==> src/rtl/vram_pkg.sv <==
// ---------------------------------------------------------------------------
// vram_pkg
// Shared constants and types for the VRAM scheduler.
//   H_VIS / V_VIS        : visible VGA resolution (640x480)
//   DEF_SCALE_SHIFT      : default log2 pixel replication
//   DEF_FB_W / DEF_FB_H  : default framebuffer size
//   DEF_DATA_W / DEF_ADDR_W : default pixel and RAM address widths
//   state_t              : scheduler FSM state (one state per issued RAM op)
//   fb_size()            : number of framebuffer pixels for a given shift
// ---------------------------------------------------------------------------
package vram_pkg;

    localparam int H_VIS           = 640;
    localparam int V_VIS           = 480;
    localparam int DEF_SCALE_SHIFT = 2;
    localparam int DEF_FB_W        = H_VIS >> DEF_SCALE_SHIFT;
    localparam int DEF_FB_H        = V_VIS >> DEF_SCALE_SHIFT;
    localparam int DEF_DATA_W      = 8;
    localparam int DEF_ADDR_W      = 15;

    typedef enum logic [1:0] {
        IDLE = 2'd0,
        RD   = 2'd1,
        WR   = 2'd2
    } state_t;

    function automatic int fb_size(input int shift);
        return (H_VIS >> shift) * (V_VIS >> shift);
    endfunction

endpackage

==> src/rtl/vram_addr_gen.sv <==
// ---------------------------------------------------------------------------
// vram_addr_gen
// Combinational address helper for the VRAM scheduler.
//   x, y        : current VGA column/row
//   wr_addr     : writer address to be range-checked
//   rd_addr     : framebuffer read address for (x, y), truncated to ADDR_W
//   wr_in_range : wr_addr lies inside the framebuffer
// ---------------------------------------------------------------------------
module vram_addr_gen
    import vram_pkg::*;
#(
    parameter int SCALE_SHIFT = DEF_SCALE_SHIFT,
    parameter int ADDR_W      = DEF_ADDR_W
) (
    input  logic [9:0]        x,
    input  logic [9:0]        y,
    input  logic [ADDR_W-1:0] wr_addr,
    output logic [ADDR_W-1:0] rd_addr,
    output logic              wr_in_range
);

    localparam int FB_SIZE = fb_size(SCALE_SHIFT);

    logic [9:0] col;
    logic [9:0] row;

    assign col = x >> SCALE_SHIFT;
    assign row = y >> SCALE_SHIFT;

    // FB_W = (512 + 128) >> SCALE_SHIFT, so row * FB_W becomes two shifts
    // and an add (holds for SCALE_SHIFT <= 7).
    assign rd_addr = ADDR_W'((32'(row) << (9 - SCALE_SHIFT))
                           + (32'(row) << (7 - SCALE_SHIFT))
                           + 32'(col));

    assign wr_in_range = (32'(wr_addr) < 32'(FB_SIZE));

endmodule

==> src/rtl/vram_scheduler.sv <==
// ---------------------------------------------------------------------------
// vram_scheduler
// Shares one single-port synchronous pixel RAM between VGA scan-out reads
// and game-logic writes. Every visible pixclk cycle issues a display read
// that is never delayed; writes use only non-pixclk cycles, at most one per
// two clocks. Display pixels appear a fixed 3 clocks after the pixclk cycle.
//
// Optional build macro: VRAM_VBLANK_WR_EN
//   defined   : writes granted only while y >= 480 (vertical blanking)
//   undefined : writes granted in any non-pixclk cycle
//
// Ports:
//   clk, rst               : clock, synchronous active-high reset
//   pixclk, x, y, valid    : VGA timing strobe and counters
//   wr_req/addr/data       : writer request (level, held until wr_ack)
//   wr_ack                 : one-cycle pulse, write committed this cycle
//   wr_err                 : sticky out-of-range write flag
//   ram_en/we/addr/wdata   : RAM command, registered
//   ram_rdata              : RAM read data, one cycle after a read
//   pix_data, pix_valid    : display pixel, 3 clocks after pixclk
// ---------------------------------------------------------------------------
module vram_scheduler
    import vram_pkg::*;
#(
    parameter int SCALE_SHIFT = DEF_SCALE_SHIFT,
    parameter int DATA_W      = DEF_DATA_W,
    parameter int ADDR_W      = DEF_ADDR_W
) (
    input  logic              clk,
    input  logic              rst,
    input  logic              pixclk,
    input  logic [9:0]        x,
    input  logic [9:0]        y,
    input  logic              valid,
    input  logic              wr_req,
    input  logic [ADDR_W-1:0] wr_addr,
    input  logic [DATA_W-1:0] wr_data,
    output logic              wr_ack,
    output logic              wr_err,
    output logic              ram_en,
    output logic              ram_we,
    output logic [ADDR_W-1:0] ram_addr,
    output logic [DATA_W-1:0] ram_wdata,
    input  logic [DATA_W-1:0] ram_rdata,
    output logic [DATA_W-1:0] pix_data,
    output logic              pix_valid
);

    logic [ADDR_W-1:0] rd_addr;
    logic              wr_in_range;
    logic              blank_ok;
    logic              rd_slot;
    logic              wr_slot;
    logic              rd_tag_p2;
    state_t            state;
    state_t            state_next;

    vram_addr_gen #(
        .SCALE_SHIFT (SCALE_SHIFT),
        .ADDR_W      (ADDR_W)
    ) u_addr_gen (
        .x           (x),
        .y           (y),
        .wr_addr     (wr_addr),
        .rd_addr     (rd_addr),
        .wr_in_range (wr_in_range)
    );

`ifdef VRAM_VBLANK_WR_EN
    assign blank_ok = (y >= 10'(V_VIS));
`else
    assign blank_ok = 1'b1;
`endif

    // pixclk cycles are reserved for the display even when not visible, so
    // the read/write slot pattern never shifts. The wr_ack term stops the
    // writer's still-asserted request from being granted twice.
    assign rd_slot = pixclk && valid;
    assign wr_slot = !pixclk && wr_req && !wr_ack && blank_ok;

    // ---- decision cycle D -> RAM command stage (D+1) ----
    always_ff @(posedge clk) begin
        if (rst) begin
            state <= IDLE;
        end else begin
            state <= state_next;
        end
    end

    always_comb begin
        state_next = IDLE;
        if (rd_slot) begin
            state_next = RD;
        end else if (wr_slot && wr_in_range) begin
            state_next = WR;
        end
    end

    assign ram_en = (state != IDLE);
    assign ram_we = (state == WR);

    // Out-of-range writes are acked but leave the state IDLE, so the RAM
    // never sees them.
    always_ff @(posedge clk) begin
        if (rst) begin
            wr_ack    <= 1'b0;
            wr_err    <= 1'b0;
            ram_addr  <= '0;
            ram_wdata <= '0;
        end else begin
            wr_ack <= wr_slot;
            if (wr_slot && !wr_in_range) begin
                wr_err <= 1'b1;
            end
            if (rd_slot) begin
                ram_addr <= rd_addr;
            end else if (wr_slot && wr_in_range) begin
                ram_addr  <= wr_addr;
                ram_wdata <= wr_data;
            end
        end
    end

    // ---- RAM data stage (D+2) -> display output stage (D+3) ----
    always_ff @(posedge clk) begin
        if (rst) begin
            rd_tag_p2 <= 1'b0;
            pix_valid <= 1'b0;
            pix_data  <= '0;
        end else begin
            rd_tag_p2 <= (state == RD);
            pix_valid <= rd_tag_p2;
            if (rd_tag_p2) begin
                pix_data <= ram_rdata;
            end
        end
    end

endmodule

==> config.mk <==
export PLATFORM = sky130hd
export DESIGN_NAME = vram_scheduler
export DESIGN_NICKNAME = d
export VERILOG_FILES = /design/src/rtl/vram_pkg.sv /design/src/rtl/vram_addr_gen.sv /design/src/rtl/vram_scheduler.sv
export SDC_FILE = /design/constraint.sdc
export NUM_CORES = 1
export LEC_CHECK = 0
export BUFFER_PORTS_ARGS = -buffer_cell sky130_fd_sc_hd__clkbuf_2
export CAP_MARGIN = 10
export CORE_MARGIN = 3
export CORE_UTILIZATION = 45
export DETAILED_ROUTE_END_ITERATION = 8
export MAX_ROUTING_LAYER = met4
export PLACE_DENSITY = 0.88
export SYNTH_ARGS = -nofsm -noshare
export SYNTH_HDL_FRONTEND = slang
export SYNTH_HIERARCHICAL = 1
export SYNTH_SLANG_ARGS = --single-unit
==> constraint.sdc <==
create_clock -name clk -period 3.4 [get_ports clk]
set_input_delay 0 -clock clk [delete_from_list [all_inputs] [get_ports clk]]
set_output_delay 0 -clock clk [all_outputs]
set_load 0.01 [all_outputs]
### Yosys cells after proc, flatten, opt, wreduce, memory -nomap -nowiden

Index checks and enable logic that the tools add are counted.

| word-level totals | value |
|---|---|
| output and inout bits | 36 |
| bits in registers | 37 |
| logic and storage cells | 31 |
| bits of input ports | 56 |

| cells by class | value |
|---|---|
| equal/unequal tests | 2 |
| order comparisons | 1 |
| multiplexer cells | 4 |
| reductions and logical operators | 12 |
| bitwise operators | 1 |
| $add $sub $neg | 2 |

Operator list:

| cell | number |
|---|---|
| 15-bit 2-to-1 mux | 2 |
| 15-bit by 13-bit adder with 15-bit output | 1 |
| 15-bit by 8-bit adder with 15-bit output | 1 |
| 15-bit < comparator (second input constant) | 1 |
| 1-bit logical AND | 5 |
| 2-bit nonzero test | 2 |
| 1-bit logical NOT | 3 |
| 2-bit by 1-bit == test with 1-bit output (second input constant) | 1 |
| 2-bit == test (second input constant) | 1 |
| 2-bit 2-to-1 mux | 1 |
| 2-bit AND reduction | 1 |
| 2-bit OR reduction | 1 |
| 1-bit 2-to-1 mux | 1 |
| 1-bit inverter | 1 |

### Depth between registers and ports, before layout

Gate-level depths: netlist of the first run.

| depth | value |
|---|---|
| word-level depth | 6 |
| gate-level depth with buffers | 10 |
| mapped depth without buffers | 10 |

### Hierarchy

Netlist of the first run, hierarchy kept.

Modules (own cells, without submodules):

| module | sequential area each (sq um) | instances | area an instance (sq um) | cells an instance |
|---|---|---|---|---|
| vram_scheduler | 740.7 | 1 | 1,550.2 | 163 |
| vram_addr_gen | 0.0 | 1 | 515.5 | 61 |

### Least setup slack after synthesis of the first run

OpenSTA, ideal clock, no wires.

| path | value |
|---|---|
| path type | in2reg |
| start point | input port y[2] |
| end point | register ram_addr[12] |
| setup slack | 1.385 ns |
| stages | 10 |
| data arrival time | 1.881 ns |
| library setup time | 0.134 ns |
| path buffers | 0 |
| data required time | 3.266 ns |
| cell sequence | inv_1 fa_1 inv_1 fa_1 a21o_2 a21oi_2 o21ai_0 xor2_1 nor2_1 nor4_2 |

| on the way | value |
|---|---|
| word-level cells in the longest chain between the ends | 3 |

Ends and longest elaborated chain:

| item | line | source |
|---|---|---|
| start: declaration | vram_scheduler.sv:33 | `input logic [9:0] y,` |
| 15-bit by 13-bit adder with 15-bit output | vram_addr_gen.sv:33 | `+ (32'(row) << (7 - SCALE_SHIFT))` |
| 15-bit by 8-bit adder with 15-bit output | vram_addr_gen.sv:34 | `+ 32'(col));` |
| via rd_addr[12] | vram_scheduler.sv:49 | `logic [ADDR_W-1:0] rd_addr;` |
| 15-bit 2-to-1 mux | vram_scheduler.sv:115 | `if (rd_slot) begin` |
| end signal: assignment | vram_scheduler.sv:116 | `ram_addr <= rd_addr;` |
| end signal: assignment | vram_scheduler.sv:118 | `ram_addr <= wr_addr;` |
| end: declaration | vram_scheduler.sv:42 | `output logic [ADDR_W-1:0] ram_addr,` |

The timed path passes the listed nets, and every way through them passes these cells.
A chain may end at the register's enable or synchronous reset.

### Final worst setup path of the first run

| path | value |
|---|---|
| start point | input port wr_addr[8] |
| end point | register ram_addr[1] |

| on the way | value |
|---|---|
| word-level cells in the longest chain between the ends | 3 |

Ends and longest elaborated chain:

| item | line | source |
|---|---|---|
| start: declaration | vram_scheduler.sv:36 | `input logic [ADDR_W-1:0] wr_addr,` |
| 15-bit < comparator | vram_addr_gen.sv:36 | `assign wr_in_range = (32'(wr_addr) < 32'(FB_SIZE));` |
| via wr_in_range | vram_scheduler.sv:50 | `logic wr_in_range;` |
| 1-bit logical AND | vram_scheduler.sv:117 | `end else if (wr_slot && wr_in_range) begin` |
| 2-bit nonzero test (no line) | - |  |

The timed path passes the listed nets, and every way through them passes these cells.

==> results of run 1 <==
## cell usage in the layout, fill, tap and decap left out
cell type	count
a21oi_1	13
bufinv_16	1
o31ai_2	1
nor4_1	3
and2_1	2
o21ai_0	2
nand2b_1	2
nor3_1	5
nor3b_1	1
nand4bb_1	1
a21oi_2	1
nor2b_1	4
o21a_1	1
a211oi_1	1
nand2_1	21
xor2_1	3
inv_1	5
and4b_1	1
ha_1	15
o31ai_1	1
clkbuf_8	6
nand3_1	2
nor4_2	12
dlygate4sd3_1	24
o21bai_1	1
a21o_2	1
nor2_1	40
mux2i_1	10
xnor2_1	3
a21o_1	1
dfxtp_1	37
buf_4	1
clkbuf_2	87
or2_2	1
and4bb_4	1
o41ai_1	1
nor3_2	12
clkinvlp_4	1
fa_1	2
## sequential cells by signal, summed over array words and instances, names as in the netlist
register / flops
wr_ack: 1
pix_data: 8
state: 2
ram_wdata: 8
pix_valid: 1
wr_err: 1
ram_addr: 15
rd_tag_p2: 1
## cell families after synthesis
group,Yosys count,share of synthesized area
muxes,10,0.0485
AOI/OAI and AO/OA,24,0.0733
buffers and inverters,22,0.0672
xor gates and xnor gates,6,0.0254
adders and majority gates,17,0.110
DFF,37,0.359
and+or+nand+nor,108,0.317
## layout make-up
cell class | instances | area, um^2
clock buffers | 6 | 82.6
clock inverters | 2 | 37.5
fillers | 345 | 1570
inverters | 5 | 18.8
multi-input cells | 165 | 1190
flip-flops and latches | 37 | 741
well taps | 52 | 65.1
repair buffers | 112 | 683
## metrics by stage
| stage | setup slack [ns] | utilization | cells | hold slack (ns) | power (W) |
|---|---|---|---|---|---|
| after floorplan | 1.38 | - | 224 | 0.136 | 0.000661 |
| after global placement | 1.15 | 0.560 | 347 | 0.223 | 0.000731 |
| after detailed placement | 1.10 | 0.560 | 347 | 0.230 | 0.000738 |
| after CTS | 1.13 | 0.642 | 379 | 0.00754 | 0.00116 |
| after global routing | 0.939 | 0.642 | 379 | 0.00251 | 0.00121 |
| final | 1.11 | 0.642 | 379 | 0.0142 | 0.00115 |
## what timing repair did
action                                  CTS  global route
endpoints found under the hold margin    21             0
hold buffers                             24             0
endpoints found under the setup margin    0             0
## final timing paths
check | start | endpoint | depth (start not counted)
hold / removal | wr_req | wr_err | 3
setup reg to reg | wr_ack | ram_addr[1] | 5
setup / recovery | wr_addr[8] | ram_addr[1] | 9
hold reg to reg | state[1] | rd_tag_p2 | 1
## power by group
part / switching [W] / internal (W)
combinational: 0.000140 / 0.000137
clock: 0.000160 / 0.000239
sequential: 0.0000171 / 0.000459
total: 0.000317 / 0.000834
## routing by layer
| layer | wire, um | global-route usage | vias to the layer above |
|---|---|---|---|
| li1 | - | - | 968 |
| met1 | 2060 | 0.221 | 887 |
| met2 | 2830 | 0.372 | 66 |
| met3 | 274 | 0.0424 | 21 |
| met4 | 163 | 0.0986 | 0 |
| met5 | 0 | - | - |
## critical path, delay by kind of cell
family | cells | cell delay [ns]
and+or+nand+nor | 4 | 0.77
AOI/OAI and AO/OA | 2 | 0.64
buffers and inverters | 3 | 1.05
==> impl_metrics.py, run 1 <==
metrics = {
    "route": {
        "drt_iter0_drc": 34,
        "drt-pass1-iter-count": 4,
        "vias_per_cell": 5.12,
        "vias": 1942,
        "drc": 0,
        "ant_nets": 0,
        "routedWlPerCell_um": 14.0,
        "wirelength_um": 5320,
    },
    "worst_setup_path": {
        "worstSetupPathType": "in -> reg",
        "arrival_ns": 2.47,
        "cp-end-kind": "flop",
        "max_stage_delay_ns": 0.59,
        "required_ns": 3.58,
        "critPathLaunchType": "primary input",
        "crit_chain": "clkbuf_2 > a21oi_1 > nor2b_1 > o31ai_1 > nand4bb_1 > buf_4 > nor2_1 > nor4_1 > dlygate4sd3_1",
        "crit_path_top_delay_cell": "dlygate4sd3_1",
        "rrSetupSlack_ns": 1.31,
        "worstPathMaxFanout": 13,
    },
    "timing": {
        "tightest_slew_ns": 0.847,
        "finalHoldViolCount": 0,
        "fin_worst_skew_ns": 0.0101,
        "rsz0062_at_grt": "false",
        "slew_violations": 0,
        "setup_viol": 0,
        "setup_tns_ns": 0,
        "slew_headroom": 0.436,
        "fin_crit_ns": 2.29,
        "fmax_mhz": 436,
        "layout_worst_path_cycle_share": 0.674,
    },
    "place": {
        "gp_congestion": 0.765,
        "dp_hpwl_um": 3710,
        "numPortBuffers": 87,
        "placed_cell_area_um2": 2450,
    },
    "final_layout": {
        "final_layout_size_suffix_gt1_frac": 0.382,
        "antenna_cells": 0,
        "area_growth_pct": 36.2,
        "final_area_um2": 2810,
        "fin_nets": 399,
    },
    "clock_network": {
        "postCtsSetupBuffers": 0,
        "cts_root_buf": "clkbuf_8",
        "cts_tree": "built",
        "numCtsBuffers": 5,
        "path_clk_slew_ns": 0.08,
        "htree_levels": 2,
        "cts_num_sinks": 37,
        "cts_resized": 0,
        "clock_latency_ns": 0.29,
        "clockBufferDepth": 2,
    },
    "global_routing": {
        "grt_use_total": 0.210,
        "antenna_found_initial": 0,
        "first_global_vias": 2008,
        "grt_pass1_wl_um": 8630,
        "overflow": 0,
        "grt_max_degree": 38,
    },
    "logic_synthesis": {
        "synth_area_leaders": "dfxtp_1 (36%), ha_1 (9.1%), nor2_1 (7.3%)",
        "synth_most_common_cell": "nor2_1",
        "syn-mean-instance-area_um2": 9.22,
        "synth_top_area_frac": 0.359,
        "synth.largest_area_cell": "dfxtp_1",
        "ys_types": 39,
        "yosysSeqAreaShare": 0.359,
        "syn_inst": 224,
        "yosys_warnings": 6,
        "syn_area_um2": 2070,
        "synth_commonest_cells": "nor2_1 (40), dfxtp_1 (37), nand2_1 (21)",
        "synth_edf_count": 0,
        "ys.flop_type": "dfxtp_1",
        "async_flop_share": 0,
        "ys_ff_latch": 37,
        "synth_nets": 297,
    },
    "die": {
        "core.rowCount": 24,
        "die-height_um": 73.8,
        "die_area_um2": 5440,
        "start_util": 0.471,
        "core_area_um2": 4380,
        "io_pins": 92,
        "die_w_um": 73.8,
    },
    "power": {
        "peakVddDrop_mv": 0.334,
        "p_leak_nw": 1.32,
        "powerDensity_nw_per_um2": 409,
    },
    "flow_run": {
        "cap_violations": 0,
    },
    "min_path": {
        "hold_path.class": "in -> reg",
    },
    "status": {
        "status": "finished clean",
    },
}
Note: power is estimated with default switching activity, not from simulation.
==> run 2, diff against run 1 <==
Settings changed: CORE_UTILIZATION 45 to 43.
Clock period 3.4 ns to 2 ns, I/O delays scaled along.
==> run 2 against run 1 <==
Final area is 3.7% higher. Global-route usage shrank 0.72 points. Core utilization is 0.59 points higher. Sequential power increased by 70%. Die area increased by 4.3%. Clock power is 70% higher. Final cell count increased by 2.9%. Total power increased by 74%. Hold slack gained 0.0015 ns. Setup slack worse by 1.0 ns. Via count grew 1.4%. Sequential cell count unchanged. Largest power group unchanged. Highest routed layer unchanged.
==> impl_metrics.py, run 2 (synthesis gave the netlist of run 1 again) <==
metrics = {
    "status": {
        "status": "finished clean",
    },
    "worst_setup_path": {
        "reg2reg_depth": 4,
        "max_stage_delay_ns": 0.53,
        "cp_common_cell": "inv_1",
        "required_ns": 2.19,
        "r2r_end": "ram_addr[0]",
        "crit_path_top_delay_cell": "fa_1",
        "critPathTopFamily": "adder cells",
        "cp-end-kind": "flop",
        "path_depth": 11,
        "worst-path-buf-inv": 3,
        "worstSetupPathType": "in -> reg",
        "r2r-start": "wr_ack",
        "worstPathMaxFanout": 3,
        "crit_start": "y[2]",
        "critPathCapture": "ram_addr[12]",
        "arrival_ns": 2.08,
        "crit_chain": "clkbuf_2 > inv_1 > fa_1 > inv_1 > fa_2 > a21o_2 > a21oi_4 > o21ai_2 > xor2_1 > nor2_1 > nor4_2",
        "critPathLaunchType": "primary input",
        "rrSetupSlack_ns": 0.13,
    },
    "die": {
        "io_pins": 92,
        "die-height_um": 75.3,
        "core.rowCount": 24,
        "core_area_um2": 4500,
        "start_util": 0.459,
        "die_w_um": 75.3,
        "die_area_um2": 5670,
    },
    "route": {
        "routedWlPerCell_um": 14.0,
        "drc": 0,
        "drt_iter0_drc": 57,
        "drt-pass1-iter-count": 4,
        "wirelength_um": 5450,
        "dr_wl_met2_um": 3000,
        "met1_length_um": 2140,
        "ant_nets": 0,
        "vias": 1969,
        "vias_per_cell": 5.05,
        "wl_met3_um": 200,
        "routed.top_layer": "met4",
    },
    "global_routing": {
        "overflow": 0,
        "grt_pass1_wl_um": 8600,
        "first_global_vias": 1936,
        "grt_max_degree": 38,
        "antenna_found_initial": 0,
        "grt_use_total": 0.203,
    },
    "timing": {
        "slew_headroom": 0.420,
        "finalHoldViolCount": 0,
        "fin_crit_ns": 1.89,
        "fmax_mhz": 528,
        "layout_worst_path_cycle_share": 0.946,
        "slew_violations": 0,
        "setup_viol": 0,
        "tightest_slew_ns": 0.870,
        "fin_worst_skew_ns": 0.00313,
    },
    "final_layout": {
        "final_area_um2": 2920,
        "layout_common_cells": "clkbuf_2 (87), nor2_1 (40), dfxtp_1 (37), dlygate4sd3_1 (25), nand2_1 (21)",
        "largest-register": "ram_addr",
        "utilization": 0.648,
        "fin_nets": 410,
        "mostFrequentLayoutCell": "clkbuf_2",
        "fillers": 353,
        "area_growth_pct": 41.2,
        "top_regs": "ram_addr x15, pix_data x8, ram_wdata x8",
        "antenna_cells": 0,
        "largest_reg_flops": 15,
        "final_layout_size_suffix_gt1_frac": 0.408,
    },
    "power": {
        "peakVddDrop_mv": 0.596,
        "p_leak_nw": 1.37,
        "powerDensity_nw_per_um2": 685,
    },
    "clock_network": {
        "clockBufferDepth": 2,
        "htree_levels": 2,
        "cts_root_buf": "clkbuf_8",
        "cts_num_sinks": 37,
        "numCtsBuffers": 5,
        "cts_tree": "built",
        "clock_latency_ns": 0.28,
        "path_clk_slew_ns": 0.08,
    },
    "place": {
        "gp_congestion": 0.816,
        "numPortBuffers": 87,
        "dp_hpwl_um": 3840,
        "placed_cell_area_um2": 2520,
    },
    "flow_run": {
        "cap_violations": 0,
    },
    "min_path": {
        "hold_path.class": "in -> reg",
    },
}
run 2: cell type report:
type	count	area (um^2)	share of cell area
Clock inverter	2	37.5	0.0129
Sequential cell	37	741	0.254
Clock buffer	6	82.6	0.0283
Timing Repair Buffer	123	768	0.263
Multi-Input combinational cell	165	1200	0.413
Inverter	5	18.8	0.00643
Tap cell	52	65.1	0.0223
run 2: worst min path at each step:
stage          startpoint  slack (ns)           end  cells past startpoint
5_1_grt        wr_addr[5]        0.02   ram_addr[5]                      3
4_1_cts        wr_addr[5]        0.01   ram_addr[5]                      3
2_1_floorplan  wr_data[0]        0.14  ram_wdata[0]                      2
3_5_place_dp   wr_data[2]        0.23  ram_wdata[2]                      3
6_report       wr_addr[4]        0.02   ram_addr[4]                      3
3_3_place_gp   wr_data[2]        0.22  ram_wdata[2]                      3
run 2: layer usage:
metal / up-vias / global-route usage
met5: - / -
met4: 0 / 0.0796
met3: 11 / 0.0290
met2: 54 / 0.370
met1: 911 / 0.219
li1: 993 / -
run 2: worst min-delay path, cell delays in order:
cell	delay (ns)
clkbuf_2	0.08
nor2_1	0.12
nor4_2	0.06
run 2: per-stage QoR:
| stage | cells | setup TNS, ns | total power [W] | worst slack (ns) | hold WS [ns] |
|---|---|---|---|---|---|
| floorplan | 224 | 0 | 0.00113 | 0.0224 | 0.136 |
| global route | 390 | -0.0145 | 0.00211 | -0.0145 | 0.0165 |
| finish | 390 | 0 | 0.00200 | 0.107 | 0.0157 |
| detailed placement | 355 | -0.615 | 0.00128 | -0.200 | 0.230 |
| CTS | 388 | 0 | 0.00200 | 0.0897 | 0.0105 |
| global placement | 355 | -0.332 | 0.00126 | -0.157 | 0.222 |
run 2: power breakdown:
part           leakage [nW]  internal [W]  switching (W)
logic                  1.01      0.000258       0.000255
registers             0.303      0.000780      0.0000303
clock network        0.0574      0.000405       0.000270
total                  1.37       0.00144       0.000555
run 2: repair_timing:
action / CTS / global route
setup endpoints to repair: 0 / 3
hold buffers: 25 / 0
hold endpoints to repair: 22 / 0
resized for setup: 0 / 4
setup buffers: 0 / 2
